## config.mk

```make
export PLATFORM = sky130hd
export DESIGN_NAME = alu_result_stage
export DESIGN_NICKNAME = d
export VERILOG_FILES = /design/src/rtl/alu_pkg.sv /design/src/rtl/alu_latency_lut.sv /design/src/rtl/alu_result_stage.sv
export SDC_FILE = /design/constraint.sdc
export NUM_CORES = 1
export LEC_CHECK = 0
export CORE_MARGIN = 2
export CORE_UTILIZATION = 45
export DETAILED_ROUTE_END_ITERATION = 10
export PLACE_DENSITY_LB_ADDON = 0.1
export SLEW_MARGIN = 30
export SYNTH_ARGS = -nofsm -noshare
export SYNTH_HDL_FRONTEND = slang
export SYNTH_HIERARCHICAL = 1
export SYNTH_SLANG_ARGS = --single-unit
```

## constraint.sdc

```tcl
create_clock -name clk -period 2.6 [get_ports clk]
set_input_delay 0.65 -clock clk [delete_from_list [all_inputs] [get_ports clk]]
set_output_delay 0.65 -clock clk [all_outputs]
set_load 0.05 [all_outputs]
```

## src/rtl/alu_pkg.sv

```systemverilog
// alu_pkg: shared opcodes, FSM state encoding and datapath width for the ALU result stage
package alu_pkg;
  localparam int REG_SIZE = 32;
  localparam logic [3:0] OP_AND = 4'b0000;
  localparam logic [3:0] OP_OR  = 4'b0001;
  localparam logic [3:0] OP_ADD = 4'b0010;
  localparam logic [3:0] OP_SUB = 4'b0011;
  localparam logic [3:0] OP_SHL = 4'b0100;
  localparam logic [3:0] OP_SHR = 4'b0101;
  localparam logic [3:0] OP_ROL = 4'b0110;
  localparam logic [3:0] OP_ROR = 4'b0111;
  localparam logic [3:0] OP_MUL = 4'b1000;
  localparam logic [3:0] OP_DIV = 4'b1001;
  localparam logic [3:0] OP_NEG = 4'b1010;
  localparam logic [3:0] OP_NOT = 4'b1011;
  typedef enum logic [1:0] {IDLE, SETTLE, DONE} state_t;
endpackage

```

## src/rtl/alu_latency_lut.sv

```systemverilog
// alu_latency_lut: maps an opcode to its settle cycle count (mul/div are multicycle paths)
module alu_latency_lut import alu_pkg::*; #(
  parameter int BASE_CYCLES = 1,
  parameter int MUL_CYCLES  = 4,
  parameter int DIV_CYCLES  = 8,
  parameter int CW          = 4
) (
  input  logic [3:0]    op,
  output logic [CW-1:0] lat
);
  assign lat = op == OP_MUL ? CW'(MUL_CYCLES) : op == OP_DIV ? CW'(DIV_CYCLES) : CW'(BASE_CYCLES);
endmodule

```

## src/rtl/alu_result_stage.sv

```systemverilog
// alu_result_stage: sequences operands into the combinational ALU and captures its settled result into Z
module alu_result_stage #(
  parameter int REG_SIZE    = 32,
  parameter int BASE_CYCLES = 1,
  parameter int MUL_CYCLES  = 4,
  parameter int DIV_CYCLES  = 8
) (
  input  logic                  clk,
  input  logic                  clr,
  input  logic [REG_SIZE-1:0]   bus_in,
  input  logic                  y_in,
  input  logic                  start,
  input  logic [3:0]            op,
  input  logic [2*REG_SIZE-1:0] alu_result,
  output logic [3:0]            alu_ctrl,
  output logic [REG_SIZE-1:0]   alu_a,
  output logic [REG_SIZE-1:0]   alu_b,
  input  logic                  z_lo_out,
  input  logic                  z_hi_out,
  output logic [REG_SIZE-1:0]   bus_out,
  output logic                  busy,
  output logic                  done,
  output logic                  illegal,
  output logic                  zero_flag,
  output logic                  neg_flag
);
  import alu_pkg::*;
  localparam int MAX_CYC = MUL_CYCLES > DIV_CYCLES ? (MUL_CYCLES > BASE_CYCLES ? MUL_CYCLES : BASE_CYCLES)
                                                   : (DIV_CYCLES > BASE_CYCLES ? DIV_CYCLES : BASE_CYCLES);
  localparam int CW = $clog2(MAX_CYC) + 1;
  state_t state;
  logic [CW-1:0] cnt, lat;
  logic [REG_SIZE-1:0] y, b;
  logic [2*REG_SIZE-1:0] z, z_next;
  logic wide, bad, zero_next, neg_next;
  alu_latency_lut #(.BASE_CYCLES(BASE_CYCLES), .MUL_CYCLES(MUL_CYCLES), .DIV_CYCLES(DIV_CYCLES), .CW(CW))
    u_lut (.op(op), .lat(lat));
  always_comb begin
    wide      = alu_ctrl == OP_MUL || alu_ctrl == OP_DIV;
    bad       = alu_ctrl[3:2] == 2'b11;
    z_next    = bad ? '0 : wide ? alu_result : {{REG_SIZE{1'b0}}, alu_result[REG_SIZE-1:0]};
    zero_next = wide ? z_next == '0 : z_next[REG_SIZE-1:0] == '0;
    neg_next  = wide ? z_next[2*REG_SIZE-1] : z_next[REG_SIZE-1];
  end
  always_ff @(posedge clk) begin
    if (clr) begin
      state     <= IDLE;
      y         <= '0;
      b         <= '0;
      z         <= '0;
      alu_ctrl  <= '0;
      cnt       <= '0;
      done      <= 1'b0;
      illegal   <= 1'b0;
      zero_flag <= 1'b0;
      neg_flag  <= 1'b0;
    end else begin
      done    <= 1'b0;
      illegal <= 1'b0;
      case (state)
        IDLE: begin
          if (y_in) y <= bus_in;
          if (start) begin
            alu_ctrl <= op;
            b        <= bus_in;
            cnt      <= lat - 1'b1;
            state    <= SETTLE;
          end
        end
        SETTLE: begin
          if (cnt != '0) cnt <= cnt - 1'b1;
          else begin
            z         <= z_next;
            zero_flag <= zero_next;
            neg_flag  <= neg_next;
            done      <= 1'b1;
            illegal   <= bad;
            state     <= DONE;
          end
        end
        default: state <= IDLE;
      endcase
    end
  end
  assign busy    = state != IDLE;
  assign alu_a   = y;
  assign alu_b   = b;
  assign bus_out = z_lo_out ? z[REG_SIZE-1:0] : z_hi_out ? z[2*REG_SIZE-1:REG_SIZE] : '0;
endmodule

```

==> results.cfg <==
[finish]
fin_nets = 1100
drive_gt1_share_pct = 12.4
antenna_cells = 0
area_growth_pct = 57.9
final_cell_count_no_fill = 1178
fin_util_pct = 72.7
design_area_um2 = 9170

[routing]
firstDrtPassIters = 5
routed_wl_um = 18100
via_per_inst = 5.27
detail-route-antenna-nets = 0
wl_per_cell_um = 15.3
drcViolationCount = 0
drt_iter0_drc = 427
route.vias.total = 6212

[timing]
fin_skew_ns = 0.00588
worst_pin_slew_ns = 0.827
finalCriticalPeriod_ns = 2.50
fmax_ghz = 0.399
whs_ns = 0.452
hold_violations = 0
slew_headroom_pct = 44.8
finalSetupViolCount = 0
grt_setup_unrepaired = false
min_period_over_period_pct = 96.3
maxSlewViolCount = 0
setup_tns_ns = 0
fin_ws_ns = 0.0956

[run_status]
status = completed

[floorplan]
dieHeight_um = 118
initial_utilization_pct = 46.0
core_area_um2 = 12600
dieArea_um2 = 13800
std_cell_rows = 41
die_w_um = 118
pin_count = 211

[pwr]
clkPwrFrac_pct = 36.5
p_per_area_nw_per_um2 = 666
p_sw_mw = 1.90
comb_power_share_pct = 24.2
switching_share_pct = 31.1
ir_drop_v = 0.000548
power_mw = 6.11
internal_power_mw = 4.21
p_seq_share_pct = 39.3
power.leakage_nw = 3.30

[setup_path]
endpoint_kind = primary output
crit_required_ns = 1.95
crit_arrival_ns = 1.85
reg2reg_depth = 6
path_class = reg2out
cp-start-kind = register
critPathLaunch = state[0]$_SDFFE_PP0P_
crit_path_max_fanout = 6
rr_startpoint = state[1]$_SDFFE_PP0P_

[placed_design]
gp_congestion = 0.856
placedCellCount = 1145
dpl.hpwl_um = 12800
numPortBuffers = 210
place_area_um2 = 8610
pre_cts_ws_ns = -0.0347

[cts]
cts_max_level = 4
cts_setup_buffers = 0
cts_tree = done
clock_sinks = 142
cts-root-buf = clkbuf_16
clk_latency_ns = 0.42
cts_max_path_buffers = 2
clkTransAtPathRegs_ns = 0.06
numCtsBuffers = 17

[synth]
avgSynthCellArea_um2 = 7.48
ys_top_cells_by_area = dfxtp_1 (49%), nand2_1 (17%), a21oi_1 (12%), nand3_1 (5.6%), clkbuf_1 (2.8%)
syn_inst = 777
yosysTopAreaCell = dfxtp_1
synth_top_area_share_pct = 48.9
synth_seq_cells = 142
syn_area_um2 = 5810
synth_nets = 884
synth-seq-area-share_pct = 48.9
synth_cell_types = 40
yosys_warnings = 6

[worst_hold_path]
holdPathStages = 2
hp-start = z[60]$_SDFFE_PP0P_
hold_class = reg2reg

[global_routing]
grt_overflow = 0
grt_pass1_vias = 6096
grt_first_pass_wirelength_um = 29900
use_met2_pct = 43.5
grt_use_met3_pct = 9.64
grt_util_met1_pct = 31.0
grt_max_degree = 46
grt_util_all_layers_pct = 26.3
grt_antenna_before_repair = 0
busiest_layer = met2

[flow_run]
drv_cap = 0
[per-layer routing]
layer  part of all wire (%)  up-vias
met5                      0        -
li1                       -     3047
met1                     41     2890
met2                     49      243
met3                    8.3       32
met4                    2.0        0
[what timing repair did]
item / 4_1_cts / 5_1_grt
hold buffers: 0 / 0
endpoints found under the hold margin: 0 / 0
setup endpoints to repair: 7 / 0
gates resized for setup: 3 / 0
[worst max-delay path, stage by stage, from the launching register on]
cell	delay, ns
dfxtp_1	0.46
nor2_1	0.11
inv_1	0.06
clkdlybuf4s50_1	0.80
[registers in the layout, indices dropped and copies added, names as in the netlist]
signal,cells
alu_ctrl,4
z,64
done,1
neg_flag,1
cnt,4
illegal,1
state,2
alu_b,32
zero_flag,1
alu_a,32
[final timing paths]
path	endpoint	slack, ns
max reg2reg	cnt[2]$_SDFFE_PP0P_	0.64
min	z[60]$_SDFFE_PP0P_	0.45
max	busy	0.1
min reg2reg	z[60]$_SDFFE_PP0P_	0.45
[synth_stat cells]
cell type	instances
dfxtp_1	142
ha_1	1
nand3b_1	1
nand4_1	4
or4_4	1
o32ai_1	1
or4_1	1
nor3b_2	3
buf_1	2
mux2i_1	3
buf_2	13
o21a_1	1
o211ai_1	3
and3_1	1
a21o_1	1
mux2_1	1
nor4_1	16
buf_4	2
o22ai_1	1
and4bb_2	1
and2_1	2
nor3_4	1
o21ai_0	32
nor2_1	9
a21oi_4	1
nor2b_1	1
buf_6	4
nor4b_1	1
nand3_1	65
nand2b_1	3
clkbuf_1	43
nand2_1	270
or3b_1	2
a41oi_1	1
a211oi_1	3
o221ai_1	1
inv_1	3
a21oi_1	134
conb_1	1
nor3_1	1
[cell families (layout without fill, tap and decap cells)]
| kind of cell | count (synthesis) | in the layout | synth area share [%] |
|---|---|---|---|
| AO/OA/AOI/OAI | 179 | 179 | 16.2 |
| adder cells (fa/ha/maj) | 1 | 1 | 0.215 |
| buffers and inverters | 67 | 296 | 5.25 |
| flip-flops | 142 | 142 | 48.9 |
| multiplexers | 4 | 4 | 0.711 |
| other | 1 | 1 | 0.0645 |
| AND/OR/NAND/NOR | 383 | 383 | 28.7 |
[cells in the final DEF (no fill, tap or decap), drive strengths merged]
cell           instances
nor4                  16
o22ai                  1
nor3b                  3
and2                   2
nand2                270
and3                   1
ha                     1
dfxtp                142
or4                    2
nand2b                 3
nor3                   2
a21oi                135
conb                   1
mux2i                  3
or3b                   2
nor2                   9
buf                   85
a21o                   1
clkinv                 5
dlygate4sd2            1
nand4                  4
nand3                 65
bufinv                 1
mux2                   1
and4bb                 1
inv                    4
nor2b                  1
a211oi                 3
a41oi                  1
o32ai                  1
clkdlybuf4s50        175
clkinvlp               7
o221ai                 1
nor4b                  1
clkbuf                18
o21a                   1
o21ai                 32
nand3b                 1
o211ai                 3
[power by group through the flow]
stage | sequential (mW) | combinational (mW) | clock (mW)
after CTS | 2.40 | 1.48 | 2.27
final | 2.40 | 1.48 | 2.23
after global routing | 2.42 | 1.57 | 2.38
after detailed placement | 2.45 | 1.47 | 0
after global placement | 2.44 | 1.45 | 0
after floorplan | 2.72 | 0.560 | 0
[area by class of cell]
class	count	area, um2
Clock inverter	14	120
Clock buffer	18	429
Timing Repair Buffer	261	2880
Sequential cell	142	2840
Tap cell	172	215
Inverter	3	11.3
Fill cell	995	3450
Multi-Input combinational cell	568	2680
(Power assumes the default switching activity.)
